`src/rtl/tub_pkg.sv`:
```
// Shared types and constants for the tub value encoder: FSM states, 7-segment codes,
// decimal display limits.
package tub_pkg;

  typedef enum logic [1:0] {
    IDLE,
    CONV,
    ENC
  } state_t;

  // Segment order is bit7..bit1 = a..g, bit0 = dp, active-high.
  localparam logic [7:0] SEG_0     = 8'hFC;
  localparam logic [7:0] SEG_1     = 8'h60;
  localparam logic [7:0] SEG_2     = 8'hDA;
  localparam logic [7:0] SEG_3     = 8'hF2;
  localparam logic [7:0] SEG_4     = 8'h66;
  localparam logic [7:0] SEG_5     = 8'hB6;
  localparam logic [7:0] SEG_6     = 8'hBE;
  localparam logic [7:0] SEG_7     = 8'hE0;
  localparam logic [7:0] SEG_8     = 8'hFE;
  localparam logic [7:0] SEG_9     = 8'hF6;
  localparam logic [7:0] SEG_A     = 8'hEE;
  localparam logic [7:0] SEG_B     = 8'h3E;
  localparam logic [7:0] SEG_C     = 8'h9C;
  localparam logic [7:0] SEG_D     = 8'h7A;
  localparam logic [7:0] SEG_E     = 8'h9E;
  localparam logic [7:0] SEG_F     = 8'h8E;
  localparam logic [7:0] SEG_MINUS = 8'h02;
  localparam logic [7:0] SEG_BLANK = 8'h00;

  localparam logic [31:0] DEC_MAX     = 32'd99_999_999;
  localparam logic [31:0] DEC_MAX_NEG = 32'd9_999_999;

endpackage

```
`src/rtl/seg_hex_decode.sv`:
```
// Combinational 4-bit to 7-segment lookup (hex digits 0..F).
module seg_hex_decode
  import tub_pkg::*;
(
  input  logic [3:0] nibble,
  output logic [7:0] seg
);

  always_comb begin
    seg = SEG_BLANK;
    unique case (nibble)
      4'h0: seg = SEG_0;
      4'h1: seg = SEG_1;
      4'h2: seg = SEG_2;
      4'h3: seg = SEG_3;
      4'h4: seg = SEG_4;
      4'h5: seg = SEG_5;
      4'h6: seg = SEG_6;
      4'h7: seg = SEG_7;
      4'h8: seg = SEG_8;
      4'h9: seg = SEG_9;
      4'hA: seg = SEG_A;
      4'hB: seg = SEG_B;
      4'hC: seg = SEG_C;
      4'hD: seg = SEG_D;
      4'hE: seg = SEG_E;
      4'hF: seg = SEG_F;
    endcase
  end

endmodule

```
`src/rtl/tub_value_encoder.sv`:
```
// Converts a 32-bit value into eight 7-segment codes, hex one-shot or decimal via double-dabble.
// Optional macro TUB_SIGNED_EN: decimal mode treats value as two's complement with a minus sign.
module tub_value_encoder
  import tub_pkg::*;
#(
  parameter int unsigned DATA_W     = 32,
  parameter logic [7:0]  BLANK_CODE = 8'h00,
  parameter logic [7:0]  OVF_CODE   = 8'h9E
) (
  input  logic              clk,
  input  logic              rst,
  input  logic              start,
  input  logic [DATA_W-1:0] value,
  input  logic              dec_mode,
  output logic              busy,
  output logic              done,
  output logic              ovf,
  output logic [7:0]        tub_1,
  output logic [7:0]        tub_2,
  output logic [7:0]        tub_3,
  output logic [7:0]        tub_4,
  output logic [7:0]        tub_5,
  output logic [7:0]        tub_6,
  output logic [7:0]        tub_7,
  output logic [7:0]        tub_8
);

  localparam int unsigned CntW = $clog2(DATA_W);

  state_t            state_q, state_d;
  logic [CntW-1:0]   cnt_q, cnt_d;
  logic [DATA_W-1:0] shift_q, shift_d;
  logic [31:0]       bcd_q, bcd_d, bcd_adj;
  logic              dec_q, dec_d;
  logic              ovf_pend_q, ovf_pend_d;
  logic              load_q, load_d;
  logic              done_q, ovf_q;
  logic [7:0][7:0]   tub_q;

  logic [DATA_W-1:0] mag;
  logic              start_ovf;
  logic [7:0][3:0]   dig;
  logic [7:0][7:0]   seg;
  logic [7:0][7:0]   frame;
  logic [7:0]        blank;
  logic              lead;

`ifdef TUB_SIGNED_EN
  logic val_neg;
  logic neg_q, neg_d;

  always_comb begin
    val_neg   = value[DATA_W-1];
    mag       = val_neg ? (~value + 1'b1) : value;
    start_ovf = val_neg ? (mag > DEC_MAX_NEG) : (value > DEC_MAX);
  end
`else
  always_comb begin
    mag       = value;
    start_ovf = value > DEC_MAX;
  end
`endif

  // load_q marks the cycle after ENC in which the output frame is written.
  always_comb begin
    state_d    = state_q;
    cnt_d      = cnt_q;
    shift_d    = shift_q;
    bcd_d      = bcd_q;
    dec_d      = dec_q;
    ovf_pend_d = ovf_pend_q;
    load_d     = 1'b0;
    bcd_adj    = bcd_q;
`ifdef TUB_SIGNED_EN
    neg_d      = neg_q;
`endif
    unique case (state_q)
      IDLE: begin
        if (start && !load_q) begin
          dec_d      = dec_mode;
          cnt_d      = '0;
          bcd_d      = '0;
          ovf_pend_d = dec_mode & start_ovf;
          shift_d    = dec_mode ? mag : value;
          state_d    = (dec_mode && !start_ovf) ? CONV : ENC;
`ifdef TUB_SIGNED_EN
          neg_d      = dec_mode & val_neg;
`endif
        end
      end
      CONV: begin
        for (int i = 0; i < 8; i++) begin
          if (bcd_q[i*4 +: 4] >= 4'd5) bcd_adj[i*4 +: 4] = bcd_q[i*4 +: 4] + 4'd3;
        end
        bcd_d   = {bcd_adj[30:0], shift_q[DATA_W-1]};
        shift_d = shift_q << 1;
        cnt_d   = cnt_q + 1'b1;
        if (cnt_q == CntW'(DATA_W - 1)) state_d = ENC;
      end
      ENC: begin
        load_d  = 1'b1;
        state_d = IDLE;
      end
      default: state_d = IDLE;
    endcase
  end

  always_comb begin
    for (int i = 0; i < 8; i++) begin
      dig[i] = dec_q ? bcd_q[(7-i)*4 +: 4] : shift_q[(7-i)*4 +: 4];
    end
  end

  for (genvar g = 0; g < 8; g++) begin : g_dec
    seg_hex_decode u_seg_hex_decode (
      .nibble (dig[g]),
      .seg    (seg[g])
    );
  end

  // Leading zeros are blanked in decimal mode; the rightmost digit is never blanked.
  always_comb begin
    lead  = 1'b1;
    blank = '0;
    frame = seg;
    for (int i = 0; i < 7; i++) begin
      if (dec_q && lead && dig[i] == 4'd0) blank[i] = 1'b1;
      else                                  lead     = 1'b0;
    end
    for (int i = 0; i < 8; i++) begin
      if (blank[i]) frame[i] = BLANK_CODE;
    end
`ifdef TUB_SIGNED_EN
    for (int i = 0; i < 7; i++) begin
      if (neg_q && blank[i] && !blank[i+1]) frame[i] = SEG_MINUS;
    end
`endif
    if (ovf_pend_q) frame = {8{OVF_CODE}};
  end

  always_ff @(posedge clk or posedge rst) begin
    if (rst) begin
      state_q    <= IDLE;
      cnt_q      <= '0;
      shift_q    <= '0;
      bcd_q      <= '0;
      dec_q      <= 1'b0;
      ovf_pend_q <= 1'b0;
      load_q     <= 1'b0;
      done_q     <= 1'b0;
      ovf_q      <= 1'b0;
      tub_q      <= {8{BLANK_CODE}};
    end else begin
      state_q    <= state_d;
      cnt_q      <= cnt_d;
      shift_q    <= shift_d;
      bcd_q      <= bcd_d;
      dec_q      <= dec_d;
      ovf_pend_q <= ovf_pend_d;
      load_q     <= load_d;
      done_q     <= load_q;
      if (load_q) begin
        tub_q <= frame;
        ovf_q <= ovf_pend_q;
      end
    end
  end

`ifdef TUB_SIGNED_EN
  always_ff @(posedge clk or posedge rst) begin
    if (rst) neg_q <= 1'b0;
    else     neg_q <= neg_d;
  end
`endif

  assign busy  = (state_q != IDLE) | load_q;
  assign done  = done_q;
  assign ovf   = ovf_q;
  assign tub_1 = tub_q[0];
  assign tub_2 = tub_q[1];
  assign tub_3 = tub_q[2];
  assign tub_4 = tub_q[3];
  assign tub_5 = tub_q[4];
  assign tub_6 = tub_q[5];
  assign tub_7 = tub_q[6];
  assign tub_8 = tub_q[7];

endmodule

```
`config.mk`:
```
export PLATFORM = sky130hd
export DESIGN_NAME = tub_value_encoder
export DESIGN_NICKNAME = d
export VERILOG_FILES = /design/src/rtl/tub_pkg.sv /design/src/rtl/seg_hex_decode.sv /design/src/rtl/tub_value_encoder.sv
export SDC_FILE = /design/constraint.sdc
export NUM_CORES = 1
export LEC_CHECK = 0
export ABC_AREA = 1
export BUFFER_PORTS_ARGS = -buffer_cell sky130_fd_sc_hd__buf_2
export CORE_MARGIN = 2
export CORE_UTILIZATION = 35
export CTS_CLUSTER_DIAMETER = 200
export DETAILED_ROUTE_END_ITERATION = 12
export REMOVE_ABC_BUFFERS = 1
export SLEW_MARGIN = 20
export SYNTH_ARGS = -nofsm -noshare
export SYNTH_HDL_FRONTEND = slang
export SYNTH_HIERARCHICAL = 1
export SYNTH_SLANG_ARGS = --single-unit
```
`constraint.sdc`:
```
create_clock -name clk -period 6.1 [get_ports clk]
set_input_delay 0.305 -clock clk [delete_from_list [all_inputs] [get_ports clk]]
set_output_delay 0.305 -clock clk [all_outputs]
set_load 0.005 [all_outputs]
```
# Word-level counts from Yosys, hierarchy flattened
# Memories as Yosys holds them, arrays and structs flattened.
# Cells that the tools add are included.
[word_totals] rom_bits=896 wordCells=127 in_bits=36 out_inout_bits=67 reg_bits=140 memories=8
[mem_list] name="(no name shown)" words=16 width=7 rd=1 rd_ports_with_merged_regs=0 write_ports=0 line_no="seg_hex_decode.sv:11" source="unique case (nibble)"
[mem_list] name="(no name shown)" words=16 width=7 rd=1 rd_ports_with_merged_regs=0 write_ports=0 line_no="seg_hex_decode.sv:11"
[mem_list] name="(no name shown)" words=16 width=7 rd=1 rd_ports_with_merged_regs=0 write_ports=0 line_no="seg_hex_decode.sv:11"
[mem_list] name="(no name shown)" words=16 width=7 rd=1 rd_ports_with_merged_regs=0 write_ports=0 line_no="seg_hex_decode.sv:11"
[mem_list] name="(no name shown)" words=16 width=7 rd=1 rd_ports_with_merged_regs=0 write_ports=0 line_no="seg_hex_decode.sv:11"
[mem_list] name="(no name shown)" words=16 width=7 rd=1 rd_ports_with_merged_regs=0 write_ports=0 line_no="seg_hex_decode.sv:11"
[mem_list] name="2 more memories"
[classes] mux=47 add_sub_neg=9 magnitude_cmp=9 reduce_logical=30 n_eq_ne=5 bitwise_logic=2
[op_table] cell="32-bit case mux with 2 select lines" count=2
[op_table] cell="32-bit two-way mux" count=2
[op_table] cell="64-bit two-way mux" count=1
[op_table] cell="4-bit two-way mux" count=15
[op_table] cell="8-bit two-way mux" count=7
[op_table] cell="4-bit by 3-bit >= comparator with 1-bit output (second input constant)" count=8
[op_table] cell="32-bit by 27-bit greater-than comparator with 1-bit output (second input constant)" count=1
[op_table] cell="4-bit by 2-bit adder with 4-bit output (second input constant)" count=7
[op_table] cell="4-bit zero test" count=7
[op_table] cell="1-bit logical AND" count=15
[op_table] cell="1-bit two-way mux" count=13
[op_table] cell="5-bit case mux with 2 select lines" count=1
[op_table] cell="2-bit two-way mux" count=3
[op_table] cell="2-bit AND reduction" count=3
[op_table] cell="5-bit by 1-bit adder with 5-bit output (second input constant)" count=1
[op_table] cell="5-bit equality test (second input constant)" count=1
[op_table] cell="5-bit two-way mux" count=1
[op_table] cell="2-bit inequality test (second input constant)" count=2
[op_table] cell="2-bit case mux with 2 select lines" count=1
[op_table] cell="2-bit nonzero test" count=2
[op_table] cell="3-bit by 2-bit adder with 3-bit output (second input constant)" count=1
[op_table] cell="3-bit two-way mux" count=1
[op_table] cell="2-bit by 1-bit equality test with 1-bit output (second input constant)" count=1
[op_table] cell="2-bit equality test (second input constant)" count=1
[op_table] cell="4 further kinds" count=5

# Longest topological paths before layout
# Gate-level depths: netlist of run 1.
[logic_depth] ltp_word=24 depth_mapped=16

# By module
# Netlist of run 1, hierarchy kept.
[modules_own_cells] mod="tub_value_encoder" cells_per_inst=840 seq_area_each_um2=3503.4 n_inst=1 area_per_inst_um2=6981.7
[modules_own_cells] mod="seg_hex_decode" cells_per_inst=54 seq_area_each_um2=0.0 n_inst=8 area_per_inst_um2=281.5

# Worst setup path before layout of run 1
# No wires, ideal clock.
[synth_timing] path_kind="reg-to-reg" startpoint="register dec_q" endpoint="register tub_q, in the netlist tub_8[4]" n_path_buf=3 setup_ns=0.121 setup_slack_ns=3.817 arrival_ns=2.162 synth_period_minus_slack_ns=2.283 stages_incl_launch_ff=12 path_cell_list="dfrtp_1 -> buf_4 -> buf_4 -> clkbuf_1 -> o21ai_0 -> inv_1 -> ha_1 -> nand2_1 -> o21ai_0 -> nand2_1 -> nand2_1 -> o22a_1"
[synth_rtl] element="start: declaration" line_no="tub_value_encoder.sv:34" source="logic dec_q, dec_d;"
[synth_rtl] element="start signal: assignment" line_no="tub_value_encoder.sv:147" source="dec_q <= 1'b0;"
[synth_rtl] element="start signal: assignment" line_no="tub_value_encoder.sv:158" source="dec_q <= dec_d;"
[synth_rtl] element="end signal: assignment" line_no="tub_value_encoder.sv:152" source="tub_q <= {8{BLANK_CODE}};"
[synth_rtl] element="end signal: assignment" line_no="tub_value_encoder.sv:163" source="tub_q <= frame;"
[synth_rtl] element="end: declaration" line_no="tub_value_encoder.sv:38" source="logic [7:0][7:0] tub_q;"

# Worst setup path after layout of run 1
[layout_timing] startpoint="register dec_q" endpoint="register tub_q, in the netlist tub_7[6]"
[layout_via] elab_chain_cells=24
[layout_rtl] element="4-bit two-way mux" line_no="tub_value_encoder.sv:110" source="dig[i] = dec_q ? bcd_q[(7-i)*4 +: 4] : shift_q[(7-i)*4 +: 4];"
[layout_rtl] element="4-bit zero test" line_no="tub_value_encoder.sv:127" source="if (dec_q && lead && dig[i] == 4'd0) blank[i] = 1'b1;"
[layout_rtl] element="1-bit logical AND" line_no="tub_value_encoder.sv:127"
[layout_rtl] element="1-bit two-way mux" line_no="tub_value_encoder.sv:127"
[layout_rtl] element="1-bit logical AND (2 in series)" line_no="tub_value_encoder.sv:127"
[layout_rtl] element="1-bit two-way mux" line_no="tub_value_encoder.sv:127"
[layout_rtl] element="1-bit logical AND (2 in series)" line_no="tub_value_encoder.sv:127"
[layout_rtl] element="1-bit two-way mux" line_no="tub_value_encoder.sv:127"
[layout_rtl] element="[... 3 more ...]"
[layout_rtl] element="1-bit logical AND (2 in series)" line_no="tub_value_encoder.sv:127"
[layout_rtl] element="1-bit two-way mux" line_no="tub_value_encoder.sv:127"
[layout_rtl] element="1-bit logical AND (2 in series)" line_no="tub_value_encoder.sv:127"
[layout_rtl] element="1-bit two-way mux" line_no="tub_value_encoder.sv:127"
[layout_rtl] element="1-bit logical AND (2 in series)" line_no="tub_value_encoder.sv:127"
[layout_rtl] element="1-bit two-way mux" line_no="tub_value_encoder.sv:127"
[layout_rtl] element="8-bit two-way mux *" line_no="tub_value_encoder.sv:131" source="if (blank[i]) frame[i] = BLANK_CODE;"
[layout_rtl] element="64-bit two-way mux *" line_no="tub_value_encoder.sv:138" source="if (ovf_pend_q) frame = {8{OVF_CODE}};"
# Mark *: on every way between the ends. The rest lies on a longest branch, timed or not.
# A chain may end at the register's enable or synchronous reset.

==> results of run 1 <==
[synth_stat cells (all sizes together)]
| library cell | n |
|---|---|
| o211ai | 33 |
| o32ai | 12 |
| nand4 | 4 |
| a21oi | 46 |
| a32o | 7 |
| a22o | 4 |
| ha | 74 |
| nor4 | 2 |
| inv | 171 |
| or2 | 2 |
| o21ai | 105 |
| o22a | 5 |
| nand2 | 438 |
| a31oi | 3 |
| conb | 8 |
| buf | 26 |
| o22ai | 11 |
| nor2 | 73 |
| nor3 | 5 |
| dfrtp | 140 |
| nand3 | 58 |
| o21bai | 1 |
| clkbuf | 30 |
| xor2 | 12 |
| clkinv | 2 |
[routing by layer]
layer	vias to the layer above	track usage, %	wire length [um]
li1	4184	-	-
met1	3800	21.38	10540
met2	128	27.67	10400
met3	18	2.448	811
met4	0	5.547	311
met5	-	0	0
[final cells by class]
class | instances | area [um2]
Sequential cell | 140 | 3503
Tap cell | 335 | 419.2
Inverter | 173 | 654.4
Timing Repair Buffer | 110 | 570.5
Fill cell | 2725 | 15460
Clock inverter | 7 | 87.58
Clock buffer | 25 | 485.5
Multi-Input combinational cell | 903 | 4803
[worst max-delay path: stages, from the launching register on]
cell and delay (ns):
dfrtp_1 0.81, buf_4 0.41, nand2_1 0.09, nand2_1 0.09, nand2_1 0.05, nor2_1 0.25
nand3_4 0.21, nor2_8 0.22, nand4_4 0.18, nand2_1 0.12, nand2_1 0.05
[kinds of logic after synthesis]
logic type,Yosys count,synth area share [%]
AND/OR/NAND/NOR,582,25.77
buffers and inverters,229,10.15
AO/OA/AOI/OAI,227,14.65
flip-flops,140,37.94
adder cells (fa/ha/maj),74,10.03
XOR/XNOR,12,1.138
other,8,0.3252
[worst min-delay path by stage]
stage	from	slack [ns]	cells past startpoint	endpoint
global route	value[0]	0.14	3	shift_q[0]$_DFFE_PP0P_
floorplan	value[0]	0.43	2	shift_q[0]$_DFFE_PP0P_
global placement	tub_3[5]$_DFFE_PP0P_	0.46	2	tub_3[5]$_DFFE_PP0P_
finish	rst	0.09	2	tub_1[2]$_DFFE_PP0P_
CTS	value[0]	0.1	3	shift_q[0]$_DFFE_PP0P_
detailed placement	tub_5[5]$_DFFE_PP0P_	0.46	2	tub_5[5]$_DFFE_PP0P_
[power groups by stage]
stage	clock, mW	sequential (mW)	combinational, mW
2_1_floorplan	0	1.40	1.45
3_3_place_gp	0	1.38	2.07
3_5_place_dp	0	1.38	2.09
4_1_cts	1.05	1.36	2.10
5_1_grt	1.09	1.40	2.43
6_report	1.03	1.36	2.08
[flip-flops by register name, indices dropped and copies added, names as in the netlist]
register / cells
tub_3: 8
dec_q: 1
tub_7: 8
tub_5: 8
tub_4: 8
tub_6: 8
tub_8: 8
bcd_q: 32
tub_1: 8
state_q: 2
ovf: 1
tub_2: 8
ovf_pend_q: 1
cnt_q: 5
shift_q: 32
load_q: 1
done: 1
==> results.json, run 1 <==
{
  "yosys.cell_types.count": 35,
  "ys_seq_area_share_pct": 37.94,
  "track_usage_pct": 16.34,
  "layout_commonest_cell": "nand2_1",
  "syn_to_final_growth_pct": 13.97,
  "antenna_found_initial": 0,
  "hold_class": "input port to async pin",
  "crit_required_ns": 6.41,
  "overflow": 0,
  "r2r_cells": 10,
  "cts_setup_buffers": 0,
  "r2r_end": "tub_7[6]$_DFFE_PP0P_",
  "max_freq_ghz": 0.3826,
  "endpoint": "tub_7[6]$_DFFE_PP0P_",
  "reg2reg_from": "dec_q$_DFFE_PP0P_",
  "post-route-util_pct": 40.50,
  "dpl.hpwl_um": 15440,
  "avgSynthCellArea_um2": 7.259,
  "r2r_slack_ns": 3.49,
  "hold_ws_ns": 0.09287,
  "grt_pass1_vias": 7883,
  "vias_per_cell": 4.802,
  "synth_warnings": 6,
  "dp_slack_ns": 3.495,
  "grt_max_degree": 99,
  "drt_pre_antenna_iters": 5,
  "num_rows": 59,
  "cp-start-kind": "flip-flop",
  "synth.area.top_cells": "dfrtp_1 (38%), nand2_1 (17%), ha_1 (10%)",
  "start_util_pct": 35.54,
  "power_frac_comb_pct": 46.5,
  "cts_tree": "done",
  "wl_per_cell_um": 13.03,
  "netlist_instances": 1272,
  "cp.arrival_ns": 2.93,
  "drive_above_1_share_pct": 12.59,
  "numPortBuffers": 102,
  "tightest_slew_ns": 0.9014,
  "switching_share_pct": 41.82,
  "wirelength_um": 22060,
  "cts_root_buf": "clkbuf_16",
  "timing.final.crit_share_pct": 42.84,
  "htreeDepth": 4,
  "num_vias": 8130,
  "die_x_um": 166.4,
  "yosys.area.top_type_share_pct": 37.94,
  "dieArea_mm2": 0.02770,
  "clock_skew_ns": 0.01180,
  "cellPowerDensity_mw_per_mm2": 424.2,
  "numCtsBuffers": 17,
  "cts.path.max_buffers": 2,
  "peakVddDrop_mv": 0.2180,
  "dpl_cell_area_mm2": 0.009951,
  "grt_pass1_wl_um": 37690,
  "cp-end-kind": "flip-flop",
  "setup_tns_ns": 0,
  "core_area_mm2": 0.02598,
  "clk_latency_ns": 0.43,
  "drcViolationCount": 0,
  "hold_viol_final": 0,
  "cts.sinks": 140,
  "netlist_area_mm2": 0.009234,
  "n_antenna_cell": 0,
  "gp_congestion": 0.8610,
  "first_iter_violations": 456,
  "synth-seq-cells": 140,
  "intPower_mw": 2.597,
  "relSlewSlack_pct": 39.91,
  "ctsHoldBuffers": 0,
  "final_cell_mix": "nand2_1 (428), inv_1 (160), dfrtp_1 (140)",
  "fin_cells": 1693,
  "startpoint": "dec_q$_DFFE_PP0P_",
  "worst_slack_ns": 3.486,
  "ios": 103,
  "outcome": "finished clean",
  "finalNetCount": 1455,
  "crit_fanout": 29,
  "cts_resized": 0,
  "clkTransAtPathRegs_ns": 0.06,
  "p_sw_mw": 1.867,
  "yosys.area.top_type": "dfrtp_1",
  "p_leak_nw": 5.376,
  "place_inst": 1661,
  "drv_slew": 0,
  "die_h_um": 166.4,
  "antenna_left": 0,
  "maxCapViolations": 0,
  "design_area_mm2": 0.01052,
  "power_frac_clock_pct": 23.0,
  "seqPwrFrac_pct": 30.5,
  "crit_type": "flip-flop to flip-flop",
  "power_mw": 4.464,
  "rsz0062_at_grt": "no",
  "setup_viol": 0,
  "fin_crit_ns": 2.614
}
(Power assumes the default switching activity.)
==> run 2: changes to the inputs <==
Clock period 6.1 ns to 2.6 ns, I/O delays scaled along.
==> run 2 against run 1 <==
Final cell count increased by 2.4%. Sequential share of layout area fell by 1.5 points. Highest routed layer unchanged. Count of clock-buffer cells in the layout down 5. Power up 150%.
==> results.json, run 2 (synthesis results as in run 1) <==
{
  "outcome": "finished clean",
  "ios": 103,
  "r2r_end": "tub_8[4]$_DFFE_PP0P_",
  "reg2reg_from": "dec_q$_DFFE_PP0P_",
  "htreeDepth": 4,
  "crit_type": "flip-flop to flip-flop",
  "hold_ws_ns": 0.01997,
  "cts.path.max_buffers": 2,
  "numCtsBuffers": 17,
  "post-route-util_pct": 42.43,
  "tightest_slew_ns": 0.7771,
  "drt_pre_antenna_iters": 5,
  "core_area_mm2": 0.02598,
  "power_mw": 11.07,
  "start_util_pct": 35.54,
  "grt_max_degree": 73,
  "num_vias": 8274,
  "cp-start-kind": "flip-flop",
  "cellPowerDensity_mw_per_mm2": 1004,
  "cts_resized": 0,
  "track_usage_pct": 16.66,
  "syn_to_final_growth_pct": 19.39,
  "cp-end-kind": "flip-flop",
  "cts_setup_buffers": 0,
  "dpl.hpwl_um": 16280,
  "min_path_cells": 3,
  "wirelength_um": 22550,
  "vias_per_cell": 4.774,
  "gp_congestion": 0.8671,
  "setup_viol": 0,
  "drcViolationCount": 0,
  "crit_required_ns": 2.92,
  "num_rows": 59,
  "clkTransAtPathRegs_ns": 0.06,
  "timing.final.crit_share_pct": 83.82,
  "final_cell_mix": "nand2_1 (428), inv_1 (160), dfrtp_1 (140)",
  "clk_latency_ns": 0.44,
  "p_leak_nw": 5.618,
  "max_freq_ghz": 0.4589,
  "relSlewSlack_pct": 48.19,
  "maxCapViolations": 0,
  "hold_class": "input port to flip-flop",
  "r2r_cells": 9,
  "finalNetCount": 1494,
  "first_iter_violations": 501,
  "cts_tree": "done",
  "grt_pass1_wl_um": 38090,
  "rsz0062_at_grt": "no",
  "antenna_found_initial": 0,
  "overflow": 0,
  "whs_endpoint": "shift_q[31]$_DFFE_PP0P_",
  "cts_root_buf": "clkbuf_16",
  "hp-start": "value[31]",
  "hold_viol_final": 0,
  "reg_top3": "bcd_q (32), shift_q (32)",
  "grt_pass1_vias": 7827,
  "fin_crit_ns": 2.179,
  "drv_slew": 0,
  "die_x_um": 166.4,
  "drive_above_1_share_pct": 13.74,
  "antenna_left": 0,
  "die_h_um": 166.4,
  "cts.sinks": 140,
  "peakVddDrop_mv": 0.4398,
  "cp.arrival_ns": 2.50,
  "crit_fanout": 30,
  "clock_skew_ns": 0.01839,
  "numPortBuffers": 102,
  "wl_per_cell_um": 13.01,
  "dieArea_mm2": 0.02770,
  "layout_commonest_cell": "nand2_1",
  "r2r_slack_ns": 0.42
}
## run 2: how the worst max path moves through the flow
stage | from | end | depth (start not counted)
floorplan | load_q$_DFF_PP0_ | tub_8[1]$_DFFE_PP0P_ | 4
global placement | dec_q$_DFFE_PP0P_ | tub_5[7]$_DFFE_PP0P_ | 8
detailed placement | dec_q$_DFFE_PP0P_ | tub_7[2]$_DFFE_PP0P_ | 9
CTS | dec_q$_DFFE_PP0P_ | tub_7[5]$_DFFE_PP0P_ | 9
global route | dec_q$_DFFE_PP0P_ | tub_8[4]$_DFFE_PP0P_ | 9
finish | dec_q$_DFFE_PP0P_ | tub_8[4]$_DFFE_PP0P_ | 9
## run 2: area by class of cell
cell class                      instances  area [um2]
Clock inverter                         12       216.5
Sequential cell                       140        3503
Clock buffer                           20       456.7
Tap cell                              335       419.2
Multi-Input combinational cell        903        4803
Antenna cell                            1       2.502
Timing Repair Buffer                  149       968.4
Fill cell                            2698       14960
Inverter                              173       654.4
## run 2: critical path, cell delays in order (launching register included)
cell and delay, ns:
dfrtp_1 0.49, buf_12 0.21, o21ai_0 0.42, inv_1 0.19, ha_1 0.32, nand2_1 0.07
o21ai_0 0.07, nand2_1 0.06, nand2_1 0.05, o22a_1 0.17
## run 2: layer usage
metal  vias to the layer above  part of all wire [%]  track usage, %  wire length, um
li1                       4267                     -               -                -
met1                      3863                    48           21.99            10840
met2                       125                    47           27.97            10670
met3                        19                   3.3           3.018              751
met4                         0                   1.3           4.948              292
met5                         -                     0               0                0
## run 2: what timing repair did
action,in CTS,in global routing
setup endpoints to repair,0,0
hold endpoints to repair,89,0
hold buffers,22,0
## run 2: where the power goes
part           total (mW)  switching, mW  internal, mW
Clock                2.82          0.978          1.85
Sequential           3.18          0.333          2.84
Combinational        5.07           3.17          1.90
## run 2: metrics by stage
| step | std cells | TNS (ns) | cell area [um2] | setup WS, ns |
|---|---|---|---|---|
| 6_report | 1733 | 0 | 11020 | 0.4208 |
| 5_1_grt | 1732 | 0 | 11020 | 0.2082 |
| 4_1_cts | 1732 | 0 | 11020 | 0.4115 |
| 3_5_place_dp | 1678 | 0 | 10130 | 0.4155 |
| 3_3_place_gp | 1678 | 0 | 10130 | 0.4855 |
| 2_1_floorplan | 1216 | -314.84 | 8946 | -1.572 |
==> run 3: changes to the inputs <==
Clock period 2.6 ns to 2 ns, I/O delays scaled along.
==> run 3 against run 2 <==
Final cell count grew 1.6%. Hold slack worse by 0.0059 ns. Via count is 2.3% higher. Combinational power rose by 39%. Sequential cell count unchanged. First-iteration DRC count is 28% higher. Non-clock buffer count is 29 higher. Sequential power is 30% higher. Worst setup slack got worse by 0.33 ns. Global-route usage increased by 0.075 points. Sequential share of layout area fell by 0.89 points. Largest power group unchanged.
==> results.json, run 3 (synthesis results as in run 1) <==
{
  "outcome": "finished clean",
  "min_path_cells": 3,
  "reg_top3": "bcd_q (32), shift_q (32)",
  "design_area_mm2": 0.01135,
  "critical_path_depth": 10,
  "dpl_cell_area_mm2": 0.01029,
  "setup_tns_ns": 0,
  "post-route-util_pct": 43.67,
  "wl_per_cell_um": 13.17,
  "antenna_left": 0,
  "grt_pass1_vias": 8007,
  "n_fill_cell": 2698,
  "clk_latency_ns": 0.43,
  "multi_input_area_mm2": 0.004850,
  "drt_pre_antenna_iters": 5,
  "dp_slack_ns": -0.1114,
  "antenna_found_initial": 1,
  "drv_slew": 0,
  "overflow": 0,
  "dpl.hpwl_um": 16630,
  "layout_commonest_cell": "nand2_1",
  "drcViolationCount": 0,
  "cts_root_buf": "clkbuf_16",
  "cellPowerDensity_mw_per_mm2": 1298,
  "track_usage_pct": 16.74,
  "vias_per_cell": 4.808,
  "cp.arrival_ns": 2.23,
  "maxCapViolations": 0,
  "drive_above_1_share_pct": 16.34,
  "finalNetCount": 1523,
  "dieArea_mm2": 0.02770,
  "cts.sinks": 140,
  "cpMostUsedCell": "nand2_1",
  "ios": 103,
  "power_mw": 14.73,
  "grt_pass1_wl_um": 38810,
  "gp_congestion": 0.8664,
  "numCtsBuffers": 17,
  "wirelength_um": 23190,
  "relSlewSlack_pct": 64.59,
  "cp_top_family": "simple AND/OR/NAND/NOR gates",
  "core_area_mm2": 0.02598,
  "reg2reg_from": "dec_q$_DFFE_PP0P_",
  "hp-start": "value[19]",
  "worst_slack_ns": 0.08665,
  "crit_chain": "buf_4 -> clkbuf_16 -> nand2_1 -> nand3_1 -> nor2_4 -> nand3_4 -> nor2_8 -> nand4_4 -> nand2_1 -> nand2_1",
  "num_vias": 8467,
  "max_freq_ghz": 0.5226,
  "cp-end-kind": "flip-flop",
  "cts_tree": "done",
  "syn_to_final_growth_pct": 22.89,
  "cts.path.max_buffers": 2,
  "htreeDepth": 4,
  "cp-start-kind": "flip-flop",
  "hold_ws_ns": 0.01407,
  "startpoint": "dec_q$_DFFE_PP0P_",
  "die_x_um": 166.4,
  "seq_area_mm2": 0.003505,
  "crit_required_ns": 2.32,
  "tightest_slew_ns": 0.5312,
  "p_leak_nw": 5.788,
  "n_antenna_cell": 0,
  "fin_cells": 1761,
  "setup_viol": 0,
  "fin_crit_ns": 1.913,
  "start_util_pct": 35.54,
  "first_iter_violations": 643,
  "grt_max_degree": 57,
  "crit_fanout": 10,
  "hold_viol_final": 0,
  "num_rows": 59,
  "max_stage_delay_ns": 0.43,
  "rsz0062_at_grt": "yes",
  "peakVddDrop_mv": 0.6849,
  "timing.final.crit_share_pct": 95.67,
  "numPortBuffers": 102,
  "path_buf_inv": 2,
  "clock_skew_ns": 0.007813,
  "slowest_stage": "dfrtp_2",
  "place_inst": 1695,
  "crit_type": "flip-flop to flip-flop",
  "hold_class": "input port to flip-flop",
  "clkTransAtPathRegs_ns": 0.06,
  "final_cell_mix": "nand2_1 (426), inv_1 (153), dfrtp_1 (139)",
  "die_h_um": 166.4,
  "r2r_cells": 10
}
-- run 3: where the power goes --
part	internal, mW	switching (mW)	total [mW]
clock	2.27	1.27	3.54
combinational	2.77	4.30	7.07
sequential	3.70	0.425	4.12
-- run 3: path summary, 6_finish.rpt --
path | end | slack (ns)
setup reg to reg | tub_7[3]$_DFFE_PP0P_ | 0.09
hold / removal | shift_q[19]$_DFFE_PP0P_ | 0.01
max in group asynchronous | bcd_q[7]$_DFFE_PP0P_ | 1.09
min in group asynchronous | done$_DFF_PP0_ | 0.25
setup / recovery | tub_7[3]$_DFFE_PP0P_ | 0.09
hold reg to reg | tub_3[5]$_DFFE_PP0P_ | 0.47
-- run 3: layout make-up --
cell class                 instances  share of cell area (%)
clock buffer                      20                   4.025
timing repair buffer             178                   11.08
multi-input combinational        903                   42.74
sequential                       140                   30.89
tap                              335                   3.694
inverter                         173                   5.877
clock inverter                    12                   1.698
-- run 3: per-layer routing --
metal	track usage, %	up-vias	share of wire [%]
met5	0	-	0.056
met1	22.59	3967	48
met3	2.638	27	3.3
met4	4.760	2	1.4
li1	-	4316	-
met2	27.87	155	47
-- run 3: worst min-delay path, stage by stage --
cell	delay [ns]
buf_2	0.14
o211ai_1	0.10
o21ai_0	0.07
-- run 3: timing repair --
item / in CTS / in global routing
gates cloned: 0 / 1
resized for setup: 2 / 29
hold buffers: 27 / 0
pin swaps: 0 / 6
buffers inserted: 0 / 6
endpoints found under the hold margin: 68 / 0
setup endpoints to repair: 38 / 43
